**src/rtl/io_cond_pkg.sv**
```systemverilog
// rtl/io_cond_pkg.sv - shared debouncer state encoding and default timing values
package io_cond_pkg;

  localparam int TICK_DIV_DEFAULT  = 50_000_000;
  localparam int DB_CYCLES_DEFAULT = 500_000;

  typedef enum logic [1:0] {
    STABLE_LO = 2'd0,
    WAIT_HI   = 2'd1,
    STABLE_HI = 2'd2,
    WAIT_LO   = 2'd3
  } db_state_e;

endpackage

```
**src/rtl/debounce_fsm.sv**
```systemverilog
// rtl/debounce_fsm.sv - two-flop synchronizer followed by a four-state debounce FSM
module debounce_fsm
  import io_cond_pkg::*;
#(
  parameter int DB_CYCLES = DB_CYCLES_DEFAULT
) (
  input  logic clk,
  input  logic rst,
  input  logic raw,
  output logic db,
  output logic db_next
);

  localparam int CW = $clog2(DB_CYCLES) + 1;
  localparam logic [CW-1:0] DB_MAX = CW'(DB_CYCLES);

  logic [1:0]    sync;
  logic          synced;
  db_state_e     state, state_n;
  logic [CW-1:0] count, count_n;

  assign synced = sync[1];

  always_ff @(posedge clk) begin
    if (rst) begin
      sync  <= 2'b00;
      state <= STABLE_LO;
      count <= '0;
    end else begin
      sync  <= {sync[0], raw};
      state <= state_n;
      count <= count_n;
    end
  end

  always_comb begin
    state_n = state;
    count_n = count;
    case (state)
      STABLE_LO: if (synced) begin
        state_n = WAIT_HI;
        count_n = CW'(1);
      end
      WAIT_HI: begin
        if (!synced) begin
          state_n = STABLE_LO;
          count_n = '0;
        end else if (count == DB_MAX) begin
          state_n = STABLE_HI;
          count_n = '0;
        end else begin
          count_n = count + CW'(1);
        end
      end
      STABLE_HI: if (!synced) begin
        state_n = WAIT_LO;
        count_n = CW'(1);
      end
      WAIT_LO: begin
        if (synced) begin
          state_n = STABLE_HI;
          count_n = '0;
        end else if (count == DB_MAX) begin
          state_n = STABLE_LO;
          count_n = '0;
        end else begin
          count_n = count + CW'(1);
        end
      end
      default: begin
        state_n = STABLE_LO;
        count_n = '0;
      end
    endcase
  end

  // The accepted level is a pure function of state; db_next lets the parent register edges in step.
  assign db      = (state == STABLE_HI) || (state == WAIT_LO);
  assign db_next = (state_n == STABLE_HI) || (state_n == WAIT_LO);

endmodule

```
**src/rtl/sw_tick_gen.sv**
```systemverilog
// rtl/sw_tick_gen.sv - debounced switch/button inputs and a restartable step-tick prescaler
module sw_tick_gen
  import io_cond_pkg::*;
#(
  parameter int TICK_DIV  = TICK_DIV_DEFAULT,
  parameter int DB_CYCLES = DB_CYCLES_DEFAULT
) (
  input  logic clk,
  input  logic rst,
  input  logic sw_raw,
  input  logic btn_raw,
  output logic sw_db,
  output logic btn_db,
  output logic btn_rise,
  output logic tick
);

  localparam int TW = $clog2(TICK_DIV) + 1;
  localparam logic [TW-1:0] TICK_LAST = TW'(TICK_DIV - 1);

  logic          sw_db_next_unused;
  logic          btn_db_next;
  logic [TW-1:0] tick_cnt;

  debounce_fsm #(.DB_CYCLES(DB_CYCLES)) u_sw_db (
    .clk     (clk),
    .rst     (rst),
    .raw     (sw_raw),
    .db      (sw_db),
    .db_next (sw_db_next_unused)
  );

  debounce_fsm #(.DB_CYCLES(DB_CYCLES)) u_btn_db (
    .clk     (clk),
    .rst     (rst),
    .raw     (btn_raw),
    .db      (btn_db),
    .db_next (btn_db_next)
  );

  // A button press restarts the period, taking priority over a coinciding wrap.
  always_ff @(posedge clk) begin
    if (rst) begin
      btn_rise <= 1'b0;
      tick_cnt <= '0;
      tick     <= 1'b0;
    end else begin
      btn_rise <= btn_db_next & ~btn_db;
      if (btn_rise) begin
        tick_cnt <= '0;
        tick     <= 1'b0;
      end else if (tick_cnt == TICK_LAST) begin
        tick_cnt <= '0;
        tick     <= 1'b1;
      end else begin
        tick_cnt <= tick_cnt + TW'(1);
        tick     <= 1'b0;
      end
    end
  end

endmodule

```
**config.mk**
```make
export PLATFORM = sky130hd
export DESIGN_NAME = sw_tick_gen
export DESIGN_NICKNAME = d
export VERILOG_FILES = /design/src/rtl/io_cond_pkg.sv /design/src/rtl/debounce_fsm.sv /design/src/rtl/sw_tick_gen.sv
export SDC_FILE = /design/constraint.sdc
export NUM_CORES = 1
export LEC_CHECK = 0
export BUFFER_PORTS_ARGS = -buffer_cell sky130_fd_sc_hd__buf_2
export CORE_UTILIZATION = 50
export CTS_CLUSTER_SIZE = 10
export DETAILED_ROUTE_END_ITERATION = 12
export HOLD_SLACK_MARGIN = 0.06
export PLACE_DENSITY_LB_ADDON = 0.15
export SYNTH_ARGS = -nofsm -noshare
export SYNTH_HDL_FRONTEND = slang
export SYNTH_SLANG_ARGS = --single-unit
```
**constraint.sdc**
```tcl
create_clock -name clk -period 3.4 [get_ports clk]
set_clock_uncertainty 0.15 [all_clocks]
set_input_delay 0.51 -clock clk [delete_from_list [all_inputs] [get_ports clk]]
set_output_delay 0.51 -clock clk [all_outputs]
set_load 0.01 [all_outputs]
```
==> results.md, run 1 <==
* Status: complete, no violations
* Synth cell types at 47
* Clock Pin Slew Worst Setup and Hold Paths at 80 ps
* Fin util at 0.568
* Register area at approximately 1500 µm²
* Crit path from: u_sw_db.count[0]
* Total GRT Usage at 0.212
* Slew Limit Fails at 0
* CP peak stage delay at between 600 and 700 ps
* Commonest non-fill, non-tap cell in the layout: dfxtp_1
* Xor/xnor cell area share of the yosys netlist at 0.0972
* Worst hold start: sw_raw
* Fin. Hold Viols at 0
* Worst Hold End: u_sw_db.sync[0]
* Inst Count DP at 511
* RSZ-0062 raised after global routing: no
* Worst-path cell chain: inv_1, ha_1, nor4bb_1, and4b_1, a21oi_2, nor2_1, nor2_1
* Fillers at 643
* DR iter-0 viols at 143
* Adder-Cell Fraction of Synth Area at 0.0173
* CP required at about 3400 ps
* Die span in y at between 80 and 90 µm
* # setup viols final at 0
* Min Clock Period, post-route at 2390 ps
* Setup crit end kind: flop
* Ys Warns at 0
* Worst-margin pin slew at 814 ps
* Synth Net Count at 431
* VDD IR max at 0.280 mV
* Crit Reg-Reg Endpoint: u_sw_db.count[16]
* Initial Util at 0.525
* Flops & latches, synth at 77
* Max stage delay cell, worst path: nor2_1
* Worst slew margin at 0.453
* Main combinational cell family by area after synthesis: simple AND/OR/NAND/NOR gates
* Crit path launch type: flop
* Die Span X at 86.9 µm
* I/O Buffers at 7
* Setup_tns at 0 ps
* Layout cells sized above 1 at 0.0837
* Critical path peak fanout at 15
* Post-synthesis compound-gate area fraction at 0.114
* Worst Hold Class: in2reg
* Initial antenna violation count at 0
* DR vias/cell at 5.61
* P&R area growth vs syn at 8.15%
* Post-synthesis sequential area ratio at 0.427
* Final Worst Setup Slack at 1010 ps
* Vias in the first global route at 2841
* CP arrival at 2440 ps
* Max-Cap Viols at 0
* Critical path type: reg2reg
* Largest net degree at the start of global routing at 35
* CTS root buffer: clkbuf_8
* Most common flop cell mapped by yosys: dfxtp_1
* # diodes at 0
* Final GP Congestion at 0.796
* EDFF count, synth at 0
* CTS tree: built
* Global-route wire length before repair at 12600 µm
* Post-Syn Instances at 422
* Number of gates resized after cts at 0
* CTS HTree Levels at 3
* DR pass1 iterations at 5
* Simple-Gate Fraction of Synth Area at 0.300
* FF-to-FF path depth at 7
* Clock sink total at 77
* Synthesized cell area at about 3600 µm²
* Wirelength per Cell at 13.5 µm
* Total CTS buffers at 9
* Fin crit share at 0.704
* Gr ovfl total at 0
* Routed Antenna Nets at 0
* Remaining routing DRC violations at 0
* Post-DP HPWL at 4840 µm
* FP Rows at 30
* # IOs at 8
* Drt total wl at 7090 µm
* Syn Area/Cell at 8.54 µm²
* Fin nets at 435
* FF-to-FF setup slack at 1010 ps
* Core ar. at 6870 µm²
* Cell Pwr Density at around 420 nW/µm²
* Asr flop ratio synth at 0
* Most common cell on crit path: nor2_1
* Setup WS pre-CTS at 1000 ps
* Vias at just under 3000
* F_max at between 0.4 and 0.5 GHz
* Static leakage at 1.37 nW
* Post-synthesis mux area share at 0.0139
* Most frequent cells in the layout: dfxtp_1 (77), nor2_1 (63), nand2_1 (34)
* # Post-CTS Setup Buffers at 0
* Clock tree buffer depth at 2
* Hold Path Stages at 2
* Hold buffer count at cts at 0
* Fin cells at 526
* Footprint of the multi-input gates at just under 2000 µm²
* R2R Path Start: u_sw_db.count[0]
* DIE AREA at approximately 7600 µm²
* Clk_lat worst skew at 350 ps
* Pwr Total at approximately 1.7 mW
-- layout make-up --
cell class	count	area share
Clock inverter	4	0.0122
Tap cell	96	0.0308
Inverter	9	0.00866
Timing Repair Buffer	9	0.0128
Sequential cell	77	0.395
Multi-Input combinational cell	320	0.501
Clock buffer	11	0.0388
-- through the flow --
| stage | area [µm²] | hold WS [ps] |
|---|---|---|
| floorplan | 3610 | 264 |
| global placement | 3700 | 269 |
| detailed placement | 3700 | 283 |
| CTS | 3900 | 212 |
| global route | 3900 | 213 |
| finish | 3900 | 226 |
-- kinds of logic after synthesis --
kind of cell	count (synthesis)
simple gates	207
flops	77
compound gates	63
xor+xnor	40
buf+inv	25
mux	5
fa+ha+maj	5
-- state kept, by name, summed over array words and instances, names as in the netlist, named ones only --
register	cells
u_btn_db.count	20
btn_rise	1
tick	1
u_sw_db.count	20
u_btn_db.state	2
tick_cnt	27
u_sw_db.sync	2
u_btn_db.sync	2
u_sw_db.state	1
-- metal layers --
metal / wire length [µm] / share of wire / up-vias / track usage
met2: 3320 / 0.47 / 43 / 0.338
met4: 44 / 0.0062 / 0 / 0.0727
met3: 254 / 0.036 / 4 / 0.0692
met1: 3470 / 0.49 / 1396 / 0.269
li1: - / - / 1508 / -
met5: 0 / 0 / - / 0
-- cells in the mapped netlist (5+ instances only) --
cell type	number	area share
dfxtp_1	77	0.43
nor2_1	63	0.066
nand2_1	34	0.035
nand3_1	30	0.042
xor2_1	30	0.073
a21oi_1	17	0.024
nand4_1	17	0.029
a31oi_1	16	0.028
nor3_1	13	0.018
xnor2_1	10	0.024
inv_1	9	0.0094
clkbuf_1	8	0.0083
and3_1	7	0.012
o21ai_0	7	0.0097
buf_2	6	0.0083
or3_1	6	0.010
ha_1	5	0.017
mux2i_1	5	0.014
nand2b_1	5	0.0087
-- where the power goes --
group | leakage [nW] | internal, mW | switching, mW
logic | 0.649 | 0.0146 | 0.0290
clock network | 0.101 | 0.373 | 0.323
registers | 0.622 | 0.908 | 0.00791
-- critical path, delay by kind of cell (launching register included) --
family | cells | cell delay, ps
fa+ha+maj | 1 | 150
simple gates | 4 | 1320
compound gates | 1 | 190
flops | 1 | 340
buf+inv | 1 | 90
-- how the worst max path moves through the flow --
stage                        end  slack, ps  depth (start not counted)
6_report       u_sw_db.count[16]       1010                          7
5_1_grt        u_sw_db.count[16]        760                          7
4_1_cts        u_sw_db.count[16]       1000                          7
3_5_place_dp   u_sw_db.count[16]       1000                          7
3_3_place_gp    u_sw_db.count[3]       1090                          7
2_1_floorplan  u_btn_db.count[5]       1510                          6
No activity file was read; power rests on OpenSTA's default activity.
==> inputs of run 2 (changes only) <==
- clock period: 3.4 -> 2.05 ns (I/O delays scaled with it)
==> results.md, run 2 (synthesis results as in run 1) <==
* Status: complete, no violations
* Fin. Hold Viols at 0
* Core ar. at roughly 6900 µm²
* VDD IR max at 0.383 mV
* Fillers at 626
* Clock Pin Slew Worst Setup and Hold Paths at 70 ps
* Worst Hold Class: in2reg
* Clock sink total at 77
* Clock tree buffer depth at 2
* Remaining routing DRC violations at 0
* Crit path launch type: flop
* Hold Path Stages at 2
* Min Clock Period, post-route at 1980 ps
* Largest net degree at the start of global routing at 26
* Clk_lat worst skew at 350 ps
* Vias in the first global route at ~2900
* F_max at slightly above 0.5 GHz
* Fin nets at 467
* Largest regs: tick_cnt (27), u_btn_db.count (20), u_sw_db.count (20)
* Final Worst Setup Slack at 74.7 ps
* CTS HTree Levels at 3
* DIE AREA at 7560 µm²
* DR vias/cell at roughly 5.5
* CTS root buffer: clkbuf_8
* Reg with most FFs: tick_cnt
* CTS tree: built
* Largest register FFs at 27
* Total CTS buffers at 9
* DR iter-0 viols at 112
* P&R area growth vs syn at 14.4%
* # setup viols final at 0
* Worst slew margin at 0.254
* Commonest non-fill, non-tap cell in the layout: dfxtp_1
* Worst-margin pin slew at 1110 ps
* Layout cells sized above 1 at 0.141
* Setup crit end kind: flop
* Gr ovfl total at 0
* Vias at just over 3000
* I/O Buffers at 7
* # diodes at 0
* Slew Limit Fails at 0
* Cell Pwr Density at 617 nW/µm²
* Final GP Congestion at 0.835
* Die Span X at 86.9 µm
* RSZ-0062 raised after global routing: no
* Routed Antenna Nets at 0
* Initial antenna violation count at 0
* Final Cell Area at 4130 µm²
* DP Area at 3940 µm²
* Die span in y at 86.9 µm
* Global-route wire length before repair at 12900 µm
* CP arrival at 2070 ps
* Critical path type: reg2reg
* Static leakage at ~1.5 nW
* Post-DP HPWL at 5180 µm
* FF-to-FF path depth at 6
* Setup WS pre-CTS at -107 ps
* Fin crit share at 0.964
* Critical path peak fanout at 25
* # Post-CTS Setup Buffers at 0
* Most frequent cells in the layout: dfxtp_1 (76), nor2_1 (62), nand2_1 (34)
* Initial Util at 0.525
* # IOs at 8
* CP required at 2140 ps
* Total GRT Usage at 0.217
* FP Rows at 30
* Wirelength per Cell at approximately 13 µm
* DR pass1 iterations at 4
* Drt total wl at approximately 7300 µm
* Max-Cap Viols at 0
## run 2: cell types whose count changed in the layout (fill, tap and decap cells not counted), sizes merged
cell,change
buf,+30
bufinv,-1
clkbuf,+1
clkinv,-1
dlygate4sd3,+2
## run 2: critical path: stages, from the launching register on
cell and delay (ps):
dfxtp_1 310, or4b_4 550, nor4_4 180, a21oi_2 120, buf_12 170, a21o_1 160, a22o_1 220
## run 2: area by class of cell
class | count | area (µm²) | area share
multi-input combinational | 320 | 1970 | 0.477
sequential | 77 | 1540 | 0.374
timing repair buffer | 41 | 312 | 0.0755
clock buffer | 12 | 135 | 0.0328
tap | 96 | 120 | 0.0291
inverter | 9 | 33.8 | 0.00819
clock inverter | 2 | 12.5 | 0.00303
## run 2: path summary, 6_finish.rpt
kind | startpoint | to | slack [ps]
worst min register to register | u_sw_db.sync[0] | u_sw_db.sync[1] | 290
worst max-delay path | u_btn_db.count[6] | u_btn_db.count[16] | 70
worst min-delay path | rst | u_btn_db.count[1] | 110
worst max register to register | u_btn_db.count[6] | u_btn_db.count[16] | 70
## run 2: where the power goes
group          internal [mW]  switching, mW  total (mW)  leakage (nW)
sequential              1.51        0.00962        1.52         0.622
combinational         0.0381         0.0548      0.0929         0.818
clock                  0.426          0.510       0.935        0.0723
## run 2: what timing repair did
item                                    in CTS  in global routing
hold endpoints to repair                     2                  0
endpoints found under the setup margin      11                 17
cloned                                       0                  0
pin swaps                                    0                  3
hold buffers                                 2                  0
gates resized for setup                      1                  4
## run 2: routing by layer
layer	share of wire	track usage
met5	0	0
met4	0.014	0.0773
met3	0.036	0.0635
met2	0.47	0.359
met1	0.48	0.268
## run 2: per-stage QoR
| stage | hold slack, ps | instances | power (mW) | TNS (ps) | utilization |
|---|---|---|---|---|---|
| after CTS | 99.0 | 557 | 2.58 | 0 | 0.598 |
| after floorplan | 264 | 422 | 1.61 | 0 | - |
| after global placement | 266 | 541 | 1.64 | 0 | 0.573 |
| after detailed placement | 278 | 541 | 1.64 | -1100 | 0.573 |
| final | 109 | 557 | 2.54 | 0 | 0.601 |
| after global routing | 122 | 557 | 2.65 | 0 | 0.601 |
